## src/rtl/mem_ecc_scrubber_pkg.sv

```systemverilog
// Shared SECDED(39,32) definitions for the scrubber: code widths, FSM states,
// and the Hamming placement / syndrome / encode helpers.
package ecc_pkg;

    localparam int unsigned DATA_W  = 32;
    localparam int unsigned CHECK_W = 7;
    localparam int unsigned CODE_W  = 39;

    typedef enum logic [2:0] {
        IDLE,
        GAP,
        READ,
        CHECK,
        WRITE,
        NEXT,
        DONE
    } state_t;

    // Hamming positions 1..38; the overall parity bit c6 lives outside this vector.
    typedef logic [CODE_W-1:1] hamming_t;

    function automatic logic is_pow2(input int unsigned p);
        return ((p & (p - 32'd1)) == 32'd0);
    endfunction

    function automatic hamming_t ecc_place(input logic [DATA_W-1:0] d);
        hamming_t    cw;
        int unsigned k;
        cw = '0;
        k  = 0;
        for (int unsigned p = 1; p < CODE_W; p++) begin
            if (!is_pow2(p)) begin
                cw[6'(p)] = d[5'(k)];
                k++;
            end
        end
        return cw;
    endfunction

    function automatic logic [DATA_W-1:0] ecc_extract(input hamming_t cw);
        logic [DATA_W-1:0] d;
        int unsigned       k;
        d = '0;
        k = 0;
        for (int unsigned p = 1; p < CODE_W; p++) begin
            if (!is_pow2(p)) begin
                d[5'(k)] = cw[6'(p)];
                k++;
            end
        end
        return d;
    endfunction

    function automatic logic [5:0] ecc_syndrome(input hamming_t cw);
        logic [5:0] s;
        s = '0;
        for (int unsigned b = 0; b < 6; b++) begin
            for (int unsigned p = 1; p < CODE_W; p++) begin
                if (((p >> b) & 32'd1) != 32'd0) begin
                    s[3'(b)] = s[3'(b)] ^ cw[6'(p)];
                end
            end
        end
        return s;
    endfunction

    // With the check positions empty, the syndrome of the data alone is c0..c5.
    function automatic logic [CHECK_W-1:0] ecc_encode(input logic [DATA_W-1:0] d);
        hamming_t   cw;
        logic [5:0] c;
        cw = ecc_place(d);
        c  = ecc_syndrome(cw);
        return {(^cw) ^ (^c), c};
    endfunction

endpackage

```

## src/rtl/mem_ecc_scrubber_if.sv

```systemverilog
// Native memory-bus link between the scrubber (initiator) and the memory (responder).
interface mem_ecc_scrubber_if;
    import ecc_pkg::*;

    logic               mem_valid;
    logic               mem_instr;
    logic               mem_ready;
    logic [31:0]        mem_addr;
    logic [DATA_W-1:0]  mem_wdata;
    logic [CHECK_W-1:0] mem_wcheck;
    logic [3:0]         mem_wstrb;
    logic [DATA_W-1:0]  mem_rdata;
    logic [CHECK_W-1:0] mem_rcheck;

    modport master (
        output mem_valid, mem_instr, mem_addr, mem_wdata, mem_wcheck, mem_wstrb,
        input  mem_ready, mem_rdata, mem_rcheck
    );

    modport slave (
        input  mem_valid, mem_instr, mem_addr, mem_wdata, mem_wcheck, mem_wstrb,
        output mem_ready, mem_rdata, mem_rcheck
    );

endinterface

```

## src/rtl/mem_ecc_scrubber_secded_dec32.sv

```systemverilog
// Combinational SECDED(39,32) decoder: corrects single-bit errors, flags double-bit ones.
module secded_dec32
    import ecc_pkg::*;
(
    input  logic [DATA_W-1:0]  i_data,
    input  logic [CHECK_W-1:0] i_check,
    output logic [DATA_W-1:0]  o_data,
    output logic               o_correctable,
    output logic               o_uncorrectable
);

    hamming_t   w_cw;
    hamming_t   w_fix;
    logic [5:0] w_syn;
    logic       w_par;

    always_comb begin
        w_cw     = ecc_place(i_data);
        w_cw[1]  = i_check[0];
        w_cw[2]  = i_check[1];
        w_cw[4]  = i_check[2];
        w_cw[8]  = i_check[3];
        w_cw[16] = i_check[4];
        w_cw[32] = i_check[5];
        w_syn    = ecc_syndrome(w_cw);
        w_par    = (^w_cw) ^ i_check[6];
        w_fix    = w_cw;
        // s=0 with odd parity means only c6 flipped; data needs no fix.
        if (w_par && (w_syn != 6'd0) && (w_syn <= 6'd38)) begin
            w_fix[w_syn] = ~w_cw[w_syn];
        end
        o_data          = ecc_extract(w_fix);
        o_correctable   = w_par && (w_syn <= 6'd38);
        o_uncorrectable = (!w_par && (w_syn != 6'd0)) || (w_par && (w_syn > 6'd38));
    end

endmodule

```

## src/rtl/mem_ecc_scrubber.sv

```systemverilog
// Background memory scrubber: walks a word range, corrects single-bit ECC errors
// in place and counts/reports uncorrectable words.
module mem_ecc_scrubber
    import ecc_pkg::*;
#(
    parameter logic [31:0] BASE_ADDR  = 32'h0000_0000,
    parameter int unsigned NUM_WORDS  = 256,
    parameter int unsigned GAP_CYCLES = 16
) (
    input  logic               clk,
    input  logic               resetn,
    input  logic               start,
    input  logic               abort,
    mem_ecc_scrubber_if.master mem,
    output logic               busy,
    output logic               done,
    output logic               err,
    output logic [31:0]        err_addr,
    output logic [15:0]        corr_count,
    output logic [15:0]        uncorr_count
);

    localparam logic [31:0] LAST_ADDR = BASE_ADDR + 32'((NUM_WORDS - 1) * 4);
    localparam int unsigned GW        = (GAP_CYCLES < 2) ? 1 : $clog2(GAP_CYCLES + 1);
    localparam logic [GW-1:0] GAP_INIT = GW'(GAP_CYCLES);

    state_t             r_state;
    logic [31:0]        r_addr;
    logic [GW-1:0]      r_gap;
    logic               r_abort;
    logic               r_valid;
    logic [3:0]         r_wstrb;
    logic [DATA_W-1:0]  r_wdata;
    logic [CHECK_W-1:0] r_wcheck;
    logic [DATA_W-1:0]  r_rdata;
    logic [CHECK_W-1:0] r_rcheck;
    logic               r_busy;
    logic               r_done;
    logic               r_err;
    logic [31:0]        r_err_addr;
    logic [15:0]        r_corr;
    logic [15:0]        r_uncorr;

    logic [DATA_W-1:0]  w_fix_data;
    logic               w_correctable;
    logic               w_uncorrectable;

    secded_dec32 u_dec (
        .i_data         (r_rdata),
        .i_check        (r_rcheck),
        .o_data         (w_fix_data),
        .o_correctable  (w_correctable),
        .o_uncorrectable(w_uncorrectable)
    );

    always_ff @(posedge clk or negedge resetn) begin
        if (!resetn) begin
            r_state    <= IDLE;
            r_addr     <= '0;
            r_gap      <= '0;
            r_abort    <= 1'b0;
            r_valid    <= 1'b0;
            r_wstrb    <= '0;
            r_wdata    <= '0;
            r_wcheck   <= '0;
            r_rdata    <= '0;
            r_rcheck   <= '0;
            r_busy     <= 1'b0;
            r_done     <= 1'b0;
            r_err      <= 1'b0;
            r_err_addr <= '0;
            r_corr     <= '0;
            r_uncorr   <= '0;
        end else begin
            r_done <= 1'b0;
            r_err  <= 1'b0;
            // Abort only latches mid-pass; the NEXT->DONE clear below takes precedence.
            if (abort && (r_state != IDLE) && (r_state != DONE)) begin
                r_abort <= 1'b1;
            end
            case (r_state)
                IDLE: begin
                    if (start) begin
                        r_addr  <= BASE_ADDR;
                        r_gap   <= GAP_INIT;
                        r_abort <= abort;
                        r_busy  <= 1'b1;
                        r_state <= GAP;
                    end
                end
                GAP: begin
                    if (r_gap == '0) begin
                        r_valid <= 1'b1;
                        r_wstrb <= 4'b0000;
                        r_state <= READ;
                    end else begin
                        r_gap <= r_gap - GW'(1);
                    end
                end
                READ: begin
                    if (mem.mem_ready) begin
                        r_valid  <= 1'b0;
                        r_rdata  <= mem.mem_rdata;
                        r_rcheck <= mem.mem_rcheck;
                        r_state  <= CHECK;
                    end
                end
                CHECK: begin
                    if (w_uncorrectable) begin
                        if (r_uncorr != 16'hFFFF) r_uncorr <= r_uncorr + 16'd1;
                        r_err      <= 1'b1;
                        r_err_addr <= r_addr;
                        r_state    <= NEXT;
                    end else if (w_correctable) begin
                        if (r_corr != 16'hFFFF) r_corr <= r_corr + 16'd1;
                        r_wdata  <= w_fix_data;
                        r_wcheck <= ecc_encode(w_fix_data);
                        r_valid  <= 1'b1;
                        r_wstrb  <= 4'b1111;
                        r_state  <= WRITE;
                    end else begin
                        r_state <= NEXT;
                    end
                end
                WRITE: begin
                    if (mem.mem_ready) begin
                        r_valid <= 1'b0;
                        r_wstrb <= 4'b0000;
                        r_state <= NEXT;
                    end
                end
                NEXT: begin
                    if ((r_addr == LAST_ADDR) || r_abort) begin
                        r_abort <= 1'b0;
                        r_done  <= 1'b1;
                        r_state <= DONE;
                    end else begin
                        r_addr  <= r_addr + 32'd4;
                        r_gap   <= GAP_INIT;
                        r_state <= GAP;
                    end
                end
                DONE: begin
                    r_busy  <= 1'b0;
                    r_state <= IDLE;
                end
                default: r_state <= IDLE;
            endcase
        end
    end

    assign mem.mem_valid  = r_valid;
    assign mem.mem_instr  = 1'b0;
    assign mem.mem_addr   = r_addr;
    assign mem.mem_wdata  = r_wdata;
    assign mem.mem_wcheck = r_wcheck;
    assign mem.mem_wstrb  = r_wstrb;

    assign busy         = r_busy;
    assign done         = r_done;
    assign err          = r_err;
    assign err_addr     = r_err_addr;
    assign corr_count   = r_corr;
    assign uncorr_count = r_uncorr;

endmodule

```

## src/flat_wrapper.sv

```systemverilog
// flat-port wrapper written by rule: the top's interface ports become plain ports
module mem_ecc_scrubber_flat import ecc_pkg::*;
#(
    parameter logic [31:0] BASE_ADDR  = 32'h0000_0000,
    parameter int unsigned NUM_WORDS  = 256,
    parameter int unsigned GAP_CYCLES = 16
)
  (clk, resetn, start, abort, busy, done, err, err_addr, corr_count, uncorr_count, mem_mem_valid, mem_mem_instr, mem_mem_addr, mem_mem_wdata, mem_mem_wcheck, mem_mem_wstrb, mem_mem_ready, mem_mem_rdata, mem_mem_rcheck);
  mem_ecc_scrubber_if mem_i ();
  input  logic clk;
  input  logic resetn;
  input  logic start;
  input  logic abort;
  output logic busy;
  output logic done;
  output logic err;
  output logic [31:0] err_addr;
  output logic [15:0] corr_count;
  output logic [15:0] uncorr_count;
  output wire logic [$bits(mem_i.mem_valid)-1:0] mem_mem_valid;
  output wire logic [$bits(mem_i.mem_instr)-1:0] mem_mem_instr;
  output wire logic [$bits(mem_i.mem_addr)-1:0] mem_mem_addr;
  output wire logic [$bits(mem_i.mem_wdata)-1:0] mem_mem_wdata;
  output wire logic [$bits(mem_i.mem_wcheck)-1:0] mem_mem_wcheck;
  output wire logic [$bits(mem_i.mem_wstrb)-1:0] mem_mem_wstrb;
  input wire logic [$bits(mem_i.mem_ready)-1:0] mem_mem_ready;
  input wire logic [$bits(mem_i.mem_rdata)-1:0] mem_mem_rdata;
  input wire logic [$bits(mem_i.mem_rcheck)-1:0] mem_mem_rcheck;
  assign mem_mem_valid = mem_i.mem_valid;
  assign mem_mem_instr = mem_i.mem_instr;
  assign mem_mem_addr = mem_i.mem_addr;
  assign mem_mem_wdata = mem_i.mem_wdata;
  assign mem_mem_wcheck = mem_i.mem_wcheck;
  assign mem_mem_wstrb = mem_i.mem_wstrb;
  assign mem_i.mem_ready = mem_mem_ready;
  assign mem_i.mem_rdata = mem_mem_rdata;
  assign mem_i.mem_rcheck = mem_mem_rcheck;
  mem_ecc_scrubber #(.BASE_ADDR(BASE_ADDR), .NUM_WORDS(NUM_WORDS), .GAP_CYCLES(GAP_CYCLES)) u_core (.clk(clk), .resetn(resetn), .start(start), .abort(abort), .mem(mem_i), .busy(busy), .done(done), .err(err), .err_addr(err_addr), .corr_count(corr_count), .uncorr_count(uncorr_count));
endmodule
```

## config.mk

```make
export PLATFORM = sky130hd
export DESIGN_NAME = mem_ecc_scrubber_flat
export DESIGN_NICKNAME = d
export VERILOG_FILES = /design/src/rtl/mem_ecc_scrubber_pkg.sv /design/src/rtl/mem_ecc_scrubber_if.sv /design/src/rtl/mem_ecc_scrubber_secded_dec32.sv /design/src/rtl/mem_ecc_scrubber.sv /design/src/flat_wrapper.sv
export SDC_FILE = /design/constraint.sdc
export NUM_CORES = 1
export LEC_CHECK = 0
export ABC_AREA = 1
export ABC_CLOCK_PERIOD_IN_PS = 4290
export BUFFER_PORTS_ARGS = -buffer_cell sky130_fd_sc_hd__buf_2
export CAP_MARGIN = 20
export CORE_MARGIN = 4
export CORE_UTILIZATION = 45
export DETAILED_ROUTE_END_ITERATION = 8
export PLACE_DENSITY = 0.72
export SYNTH_ARGS = -nofsm -noshare
export SYNTH_HDL_FRONTEND = slang
export SYNTH_SLANG_ARGS = --single-unit
```

## constraint.sdc

```tcl
create_clock -name clk -period 4.29 [get_ports clk]
set_input_delay 0.2145 -clock clk [delete_from_list [all_inputs] [get_ports clk]]
set_output_delay 0.2145 -clock clk [all_outputs]
set_load 0.02 [all_outputs]
```

-- After elaboration in Yosys (flattened, before gate mapping)
Index checks and enable logic that the tools add are counted.
- register bits: 191
- bits of input ports: 44
- output and inout port bits: 144
- word-level logic and storage cells: 884
- add/sub/neg operators: 34
- magnitude comparators: 35
- eq/ne operators: 19
- multiplexer cells: 562
- bitwise gates (word level): 183
- reductions and logical operators: 35
- operator list (kind ; count):
    $mux 5 ; 96
    $mux 1 ; 412
    $lt 5x6->1 const B ; 31
    $xor 1x1->1 ; 181
    $bmux 1 s5 ; 31
    $add 5x1->5 const B ; 30
    $reduce_xor 38->1 ; 2
    $mux 32 ; 2
    $pmux 32 s2 ; 1
    $bwmux 38 ; 1
    $mux 38 ; 1
    $add 16x1->16 const B ; 2
    $add 32x3->32 const B ; 1
    $eq 32x10->1 const B ; 1
    $ne 16x16->1 const B ; 2
    $mux 3 ; 6
    $pmux 3 s6 ; 1
    $mux 4 ; 4
    $pmux 5 s3 ; 1
    $ne 2x2->1 const B ; 7
    $pmux 4 s3 ; 1
    $reduce_and 4->1 ; 3
    $reduce_bool 3->1 ; 4
    $reduce_and 5->1 ; 2
    26 further kinds ; 45

-- Longest topological paths before layout
- depth after elaboration: 154
- mapped depth: 48
- mapped depth without buffers: 46

-- Modules after synthesis
A second synthesis with hierarchy kept.
- cell total of the unflattened synthesis: 1709
- area, all modules: 12374.4 sq um
- by module, submodules not included (module ; times used ; cells an instance ; area each (sq um) ; sequential area each (sq um)):
    mem_ecc_scrubber ; 1 ; 1103 ; 9411.5 ; 4604.4
    secded_dec32 ; 1 ; 606 ; 2962.8 ; 0.0

-- Least setup slack after synthesis
Ideal clock, no wire load.
- path type: register -> register
- start: reg u_core.r_rdata[17]
- end: reg u_core.r_wcheck[6] (netlist: u_core.mem.mem_wcheck[6])
- library setup time: 0.117 ns
- data arrival time: 3.470 ns
- data required time: 4.173 ns
- slack: 0.703 ns
- cell stages (with the launch flop): 39
- path buffers: 3
- clock period less this slack: 3.587 ns
- path through: dfrtp_1 -> buf_6 -> nand2_1 -> inv_1 -> nor2_1 -> nand2_1 -> nand2_1 -> inv_2 -> nand2_2 -> nand2_1 -> nand2_2 -> nand2_1 -> nand2_2 -> nand3_1 -> nand2_4 -> buf_6 -> nand2_1 -> nand3_1 -> [3 not listed] -> nor2_2 -> nand2_4 -> buf_6 -> nand2_1 -> nand2_4 -> xor2_1 -> xor2_1 -> nand3_1 -> nand2_1 -> nand2_1 -> nand2_2 -> inv_2 -> nand2_1 -> nand3_1 -> nand2_1 -> nand3_1 -> nand3_1 -> nand2_1
- word-level cells in the longest chain between the ends: 94
- elaborated cells on any way between the ends: 574
- those cells by class: order compare: 4; mux: 431; bitwise: 126; reduce/logical: 13
- ends and longest elaborated chain (what ; line ; text):
    start, declared ; mem_ecc_scrubber.sv:35 ; logic [DATA_W-1:0] r_rdata;
    start signal, assigned ; mem_ecc_scrubber.sv:103 ; r_rdata <= mem.mem_rdata;
    $xor 1x1->1 (9 in a row) ; mem_ecc_scrubber_pkg.sv:60 ; s[3'(b)] = s[3'(b)] ^ cw[6'(p)];
    $lt 6x7->1 (not written as such) / $ge 6x1->1 (equally long branches) ; mem_ecc_scrubber_secded_dec32.sv:30 ; w_fix[w_syn] = ~w_cw[w_syn];
    $logic_and 1x1->1 (not written as such) ; mem_ecc_scrubber_secded_dec32.sv:30 ;
    $mux 1 (not written as such) ; mem_ecc_scrubber_secded_dec32.sv:30 ;
    $demux 1 s6 ; - ;
    $bwmux 38 ; mem_ecc_scrubber_secded_dec32.sv:30 ;
    $mux 38 ; mem_ecc_scrubber_secded_dec32.sv:29 ; if (w_par && (w_syn != 6'd0) && (w_syn <= 6'd38)) begin
    $bmux 1 s5 ; mem_ecc_scrubber_pkg.sv:33 ; cw[6'(p)] = d[5'(k)];
    [70 not listed] ; - ;
    $mux 1 ; mem_ecc_scrubber.sv:109 ; if (w_uncorrectable) begin
    $mux 1 ; mem_ecc_scrubber.sv:81 ; case (r_state)
    $xor 1x1->1 ; mem_ecc_scrubber_pkg.sv:60 ;
    $mux 1 ; mem_ecc_scrubber.sv:114 ; end else if (w_correctable) begin
    $mux 1 ; mem_ecc_scrubber.sv:109 ;
    $mux 1 ; mem_ecc_scrubber.sv:81 ;
    $reduce_xor 6->1 ; mem_ecc_scrubber_pkg.sv:73 ; return {(^cw) ^ (^c), c};
    $xor 1x1->1 ; mem_ecc_scrubber_pkg.sv:73 ;
    end signal, assigned ; mem_ecc_scrubber.sv:117 ; r_wcheck <= ecc_encode(w_fix_data);
    end, declared ; mem_ecc_scrubber.sv:34 ; logic [CHECK_W-1:0] r_wcheck;
Parallel ways exist; a longest one is shown, timed or not. The select of a mux whose other input is x is not followed.
A chain may end at the register's enable or synchronous reset.

-- Worst setup path in the final report
- start: reg u_core.r_rdata[6]
- end: reg u_core.r_wcheck[6] (netlist: u_core.mem.mem_wcheck[6])
- word-level cells in the longest chain between the ends: 99
- elaborated cells on any way between the ends: 582
- those cells by class: order compare: 4; mux: 431; bitwise: 134; reduce/logical: 13
- ends and longest elaborated chain (what ; line):
    $xor 1x1->1 (14 in a row) ; mem_ecc_scrubber_pkg.sv:60
    $lt 6x7->1 (not written as such) / $ge 6x1->1 (equally long branches) ; mem_ecc_scrubber_secded_dec32.sv:30
    $logic_and 1x1->1 (not written as such) ; mem_ecc_scrubber_secded_dec32.sv:30
    $mux 1 (not written as such) ; mem_ecc_scrubber_secded_dec32.sv:30
    $demux 1 s6 ; -
    $bwmux 38 ; mem_ecc_scrubber_secded_dec32.sv:30
    $mux 38 ; mem_ecc_scrubber_secded_dec32.sv:29
    $bmux 1 s5 ; mem_ecc_scrubber_pkg.sv:33
    [70 not listed] ; -
    $mux 1 ; mem_ecc_scrubber.sv:109
    $mux 1 ; mem_ecc_scrubber.sv:81
    $xor 1x1->1 ; mem_ecc_scrubber_pkg.sv:60
    $mux 1 ; mem_ecc_scrubber.sv:114
    $mux 1 ; mem_ecc_scrubber.sv:109
    $mux 1 ; mem_ecc_scrubber.sv:81
    $reduce_xor 6->1 ; mem_ecc_scrubber_pkg.sv:73
    $xor 1x1->1 ; mem_ecc_scrubber_pkg.sv:73
Parallel ways exist; a longest one is shown, timed or not. The select of a mux whose other input is x is not followed.

==> flow_summary_export.csv <==
group,metric,value,unit
critical_path,cp_max_fo,7,
die,die_area,29700,sq um
synthesis,synth_top_family_by_area,"simple AND/OR/NAND/NOR gates",
sta,min_period_over_period,99.5,%
critical_path,critPathLaunchType,"flop",
global_route,grt_pass1_wl,56500,microns
critical_path,cp-end-kind,"flop",
synthesis,synthFlopType,"dfrtp_1",
die,rows,59,
synthesis,yosysSeqAreaShare,37.8,%
sta,slew_violations,0,
sta,worst_pin_slew,0.857,ns
route,via_per_inst,5.11,
synthesis,ys_async_sr_fraction,100,%
sta,fin_worst_skew,0.0150,ns
global_route,grt_use_total,23.7,%
sta,fmax,0.234,GHz
route,antenna_left,0,
clock_network,cts_tree,"yes",
global_route,grt_max_degree,110,
placed_design,port_buffers,182,
die,die_y,172,microns
synthesis,ys_ff_latch,184,
cells_and_area,drive_gt1_share,28.3,%
clock_network,cts.clk_slew.worst_paths,0.08,ns
sta,worst_slack,0.0222,ns
cells_and_area,utilization,57.7,%
critical_path,crit_type,"reg2reg",
synthesis,synth-edff-count,0,
synthesis,synth_compound_area_share,8.75,%
cells_and_area,area_growth,25.0,%
synthesis,synthAdderAreaFrac,0.514,%
route,drt_pass1_iterations,5,
sta,hold-worst-slack,0.0179,ns
synthesis,ys.warnings.count,0,
route,routed-wl-met2,17000,microns
synthesis,synth_xor_area_share,8.64,%
status,status,"completed",
synthesis,synth_area,12200,sq um
clock_network,cts_buffers,17,
global_route,grt_overflow_total,0,
clock_network,numClockSinks,184,
critical_path,cp_slowest_cell,"dfrtp_2",
placed_design,dp.final_hpwl,27100,microns
route,route.vias.total,12000,
synthesis,syn_avg_cell_area,7.09,sq um
clock_network,htree_levels,4,
placed_design,pre_cts_ws,-0.261,ns
route,dr_wl_met3,2120,microns
critical_path,crit_path_frequent_cell,"nand2_1",
clock_network,cts_root_buf,"clkbuf_16",
route,routedWlPerCell,15.2,microns
route,drt-initial-drc-count,1007,
sta,fin_crit,4.27,ns
critical_path,worstPathArrival,4.60,ns
clock_network,clock_path_buffers,2,
worst_hold_path,hp-class,"in2reg",
critical_path,cp-startpoint,"u_core.r_rdata[6]",
synthesis,synth_top_cell_area_share,37.8,%
synthesis,synth_top_cells_by_area,"dfrtp_1 38%, nand2_1 16%, inv_1 5.4%",
sta,finalHoldViolCount,0,
placed_design,gp_congestion,0.967,
die,coreArea,26400,sq um
critical_path,required,4.62,ns
critical_path,r2r-start,"u_core.r_rdata[6]",
synthesis,synthSimpleGateAreaFrac,34.3,%
sta,max_slew_margin,42.8,%
synthesis,synthesis.instances,1716,
cells_and_area,finalNetCount,2051,
synthesis,ys_types,53,
synthesis,synth.mux.area_fraction,0.730,%
die,die_x,172,microns
synthesis,yosys.area.top_type,"dfrtp_1",
job,max-cap-violations,0,
route,met1Wirelength,15500,microns
route,drt-total-wl,35800,microns
sta,rsz0062_at_grt,"yes",
global_route,grt_pass1_vias,11300,
clock_network,clkLatencyLatePin,0.44,ns
route,route.detailed.drc,0,
die,ios,188,
route,routed.top_layer,"met4",
global_route,grt_antenna_before_repair,0,
cells_and_area,antennaDiodeCount,0,
sta,setup_violations,0,
worst_hold_path,min_from,"mem_mem_rdata[14]",
die,initial_core_util,46.2,%
critical_path,max_stage_delay,0.45,ns
==> kinds of logic (layout without fill, tap and decap cells) <==
kind of cell             after synthesis  after routing
AND/OR/NAND/NOR                      940            942
buffers and inverters                268            561
AO/OA/AOI/OAI                        196            196
flip-flops                           184            184
XOR/XNOR                             114            114
multiplexers                           8              8
adder cells (fa/ha/maj)                5              5
other                                  1              5
==> critical path: cells and delay by family (launching register included) <==
kind	cells	cell delay, ns
simple gates	36	2.90
buf+inv	9	0.82
flops	1	0.45
==> cells in the mapped netlist, types with 3 or more instances <==
| master | count |
|---|---|
| o31ai_1 | 5 |
| a21oi_1 | 61 |
| inv_1 | 175 |
| nand2_2 | 53 |
| o21ai_1 | 11 |
| nor3b_1 | 3 |
| buf_6 | 8 |
| nor2_2 | 14 |
| nor4_1 | 12 |
| nand2b_1 | 3 |
| nand2_1 | 509 |
| ha_1 | 5 |
| nand3_1 | 119 |
| nand4_1 | 15 |
| buf_4 | 13 |
| nand2_4 | 12 |
| nand3b_1 | 5 |
| o21ai_0 | 97 |
| inv_2 | 40 |
| buf_2 | 5 |
| xor2_1 | 63 |
| o21a_1 | 3 |
| xor2_2 | 3 |
| nand3_2 | 3 |
| xnor2_1 | 44 |
| clkbuf_1 | 20 |
| nor3_1 | 35 |
| dfrtp_1 | 184 |
| mux2_2 | 7 |
| nor2_4 | 5 |
| o21bai_1 | 4 |
| xnor2_2 | 4 |
| nor3_2 | 3 |
| a21oi_2 | 6 |
| nor2_1 | 145 |
==> state kept, by name, indices dropped and copies added, names as in the netlist <==
register / cells
u_core.r_gap: 5
u_core.err_addr: 30
u_core.mem.mem_addr: 30
u_core.busy: 1
u_core.uncorr_count: 16
u_core.mem.mem_wcheck: 7
u_core.r_rcheck: 7
u_core.mem.mem_valid: 1
u_core.done: 1
u_core.mem.mem_wstrb: 1
u_core.mem.mem_wdata: 32
u_core.corr_count: 16
u_core.r_rdata: 32
u_core.r_abort: 1
u_core.r_state: 3
u_core.err: 1
==> metrics by stage <==
| stage | cells | cell area [sq um] | setup TNS (ns) |
|---|---|---|---|
| after floorplan | 1720 | 12200 | 0 |
| after CTS | 2326 | 14700 | 0 |
| final | 2350 | 15200 | 0 |
| after global placement | 2280 | 13900 | -0.155 |
| after global routing | 2350 | 15200 | -0.339 |
| after detailed placement | 2280 | 13900 | -0.261 |
==> per-layer routing <==
metal | vias to the layer above | track usage (%)
met1 | 5561 | 31.3
met2 | 416 | 40.7
met4 | 0 | 7.14
li1 | 5960 | -
met3 | 79 | 2.93
met5 | - | 0
==> cells in the final DEF (no fill, tap or decap), drive strengths merged, types with 2 or more instances in the layout <==
master	count
dlygate4sd3	5
a31oi	2
conb	5
inv	224
xnor2	48
nor3b	3
o21ai	109
ha	5
nor3	38
nand2b	3
nor2	164
o21bai	4
o21a	3
xor2	66
clkbuf	18
nand4	15
clkinv	9
nor4	12
dfrtp	184
a21oi	68
nand3b	5
o31ai	5
nand2	576
nand3	122
or2	2
buf	305
mux2	7
==> timing repair <==
action / 4_1_cts / 5_1_grt
setup buffers: 8 / 23
setup endpoints to repair: 2 / 9
resized for setup: 9 / 91
gates cloned: 1 / 1
hold buffers: 5 / 0
pin swaps: 4 / 22
endpoints found under the hold margin: 111 / 0
==> area by class of cell <==
cell class	instances	area, sq um
repair buffers	311	1950
multi-input cells	1270	6780
inverters	218	828
flip-flops and latches	184	4620
fillers	2455	11100
clock inverters	15	194
well taps	335	419
clock buffers	17	425
==> final timing paths <==
check                      depth (start not counted)  slack (ns)                        to
max                                               45        0.02  u_core.mem.mem_wcheck[6]
max in group asynchronous                          3        2.66        u_core.r_rdata[10]
min in group asynchronous                          2        0.42    u_core.uncorr_count[6]
min                                                3        0.02        u_core.r_rdata[14]
min reg2reg                                        2        0.48       u_core.err_addr[29]
max reg2reg                                       45        0.02  u_core.mem.mem_wcheck[6]
Power is left out: the tool's default activity adds up to more than one toggle a clock period on the data nets, which glitch-free logic cannot reach.
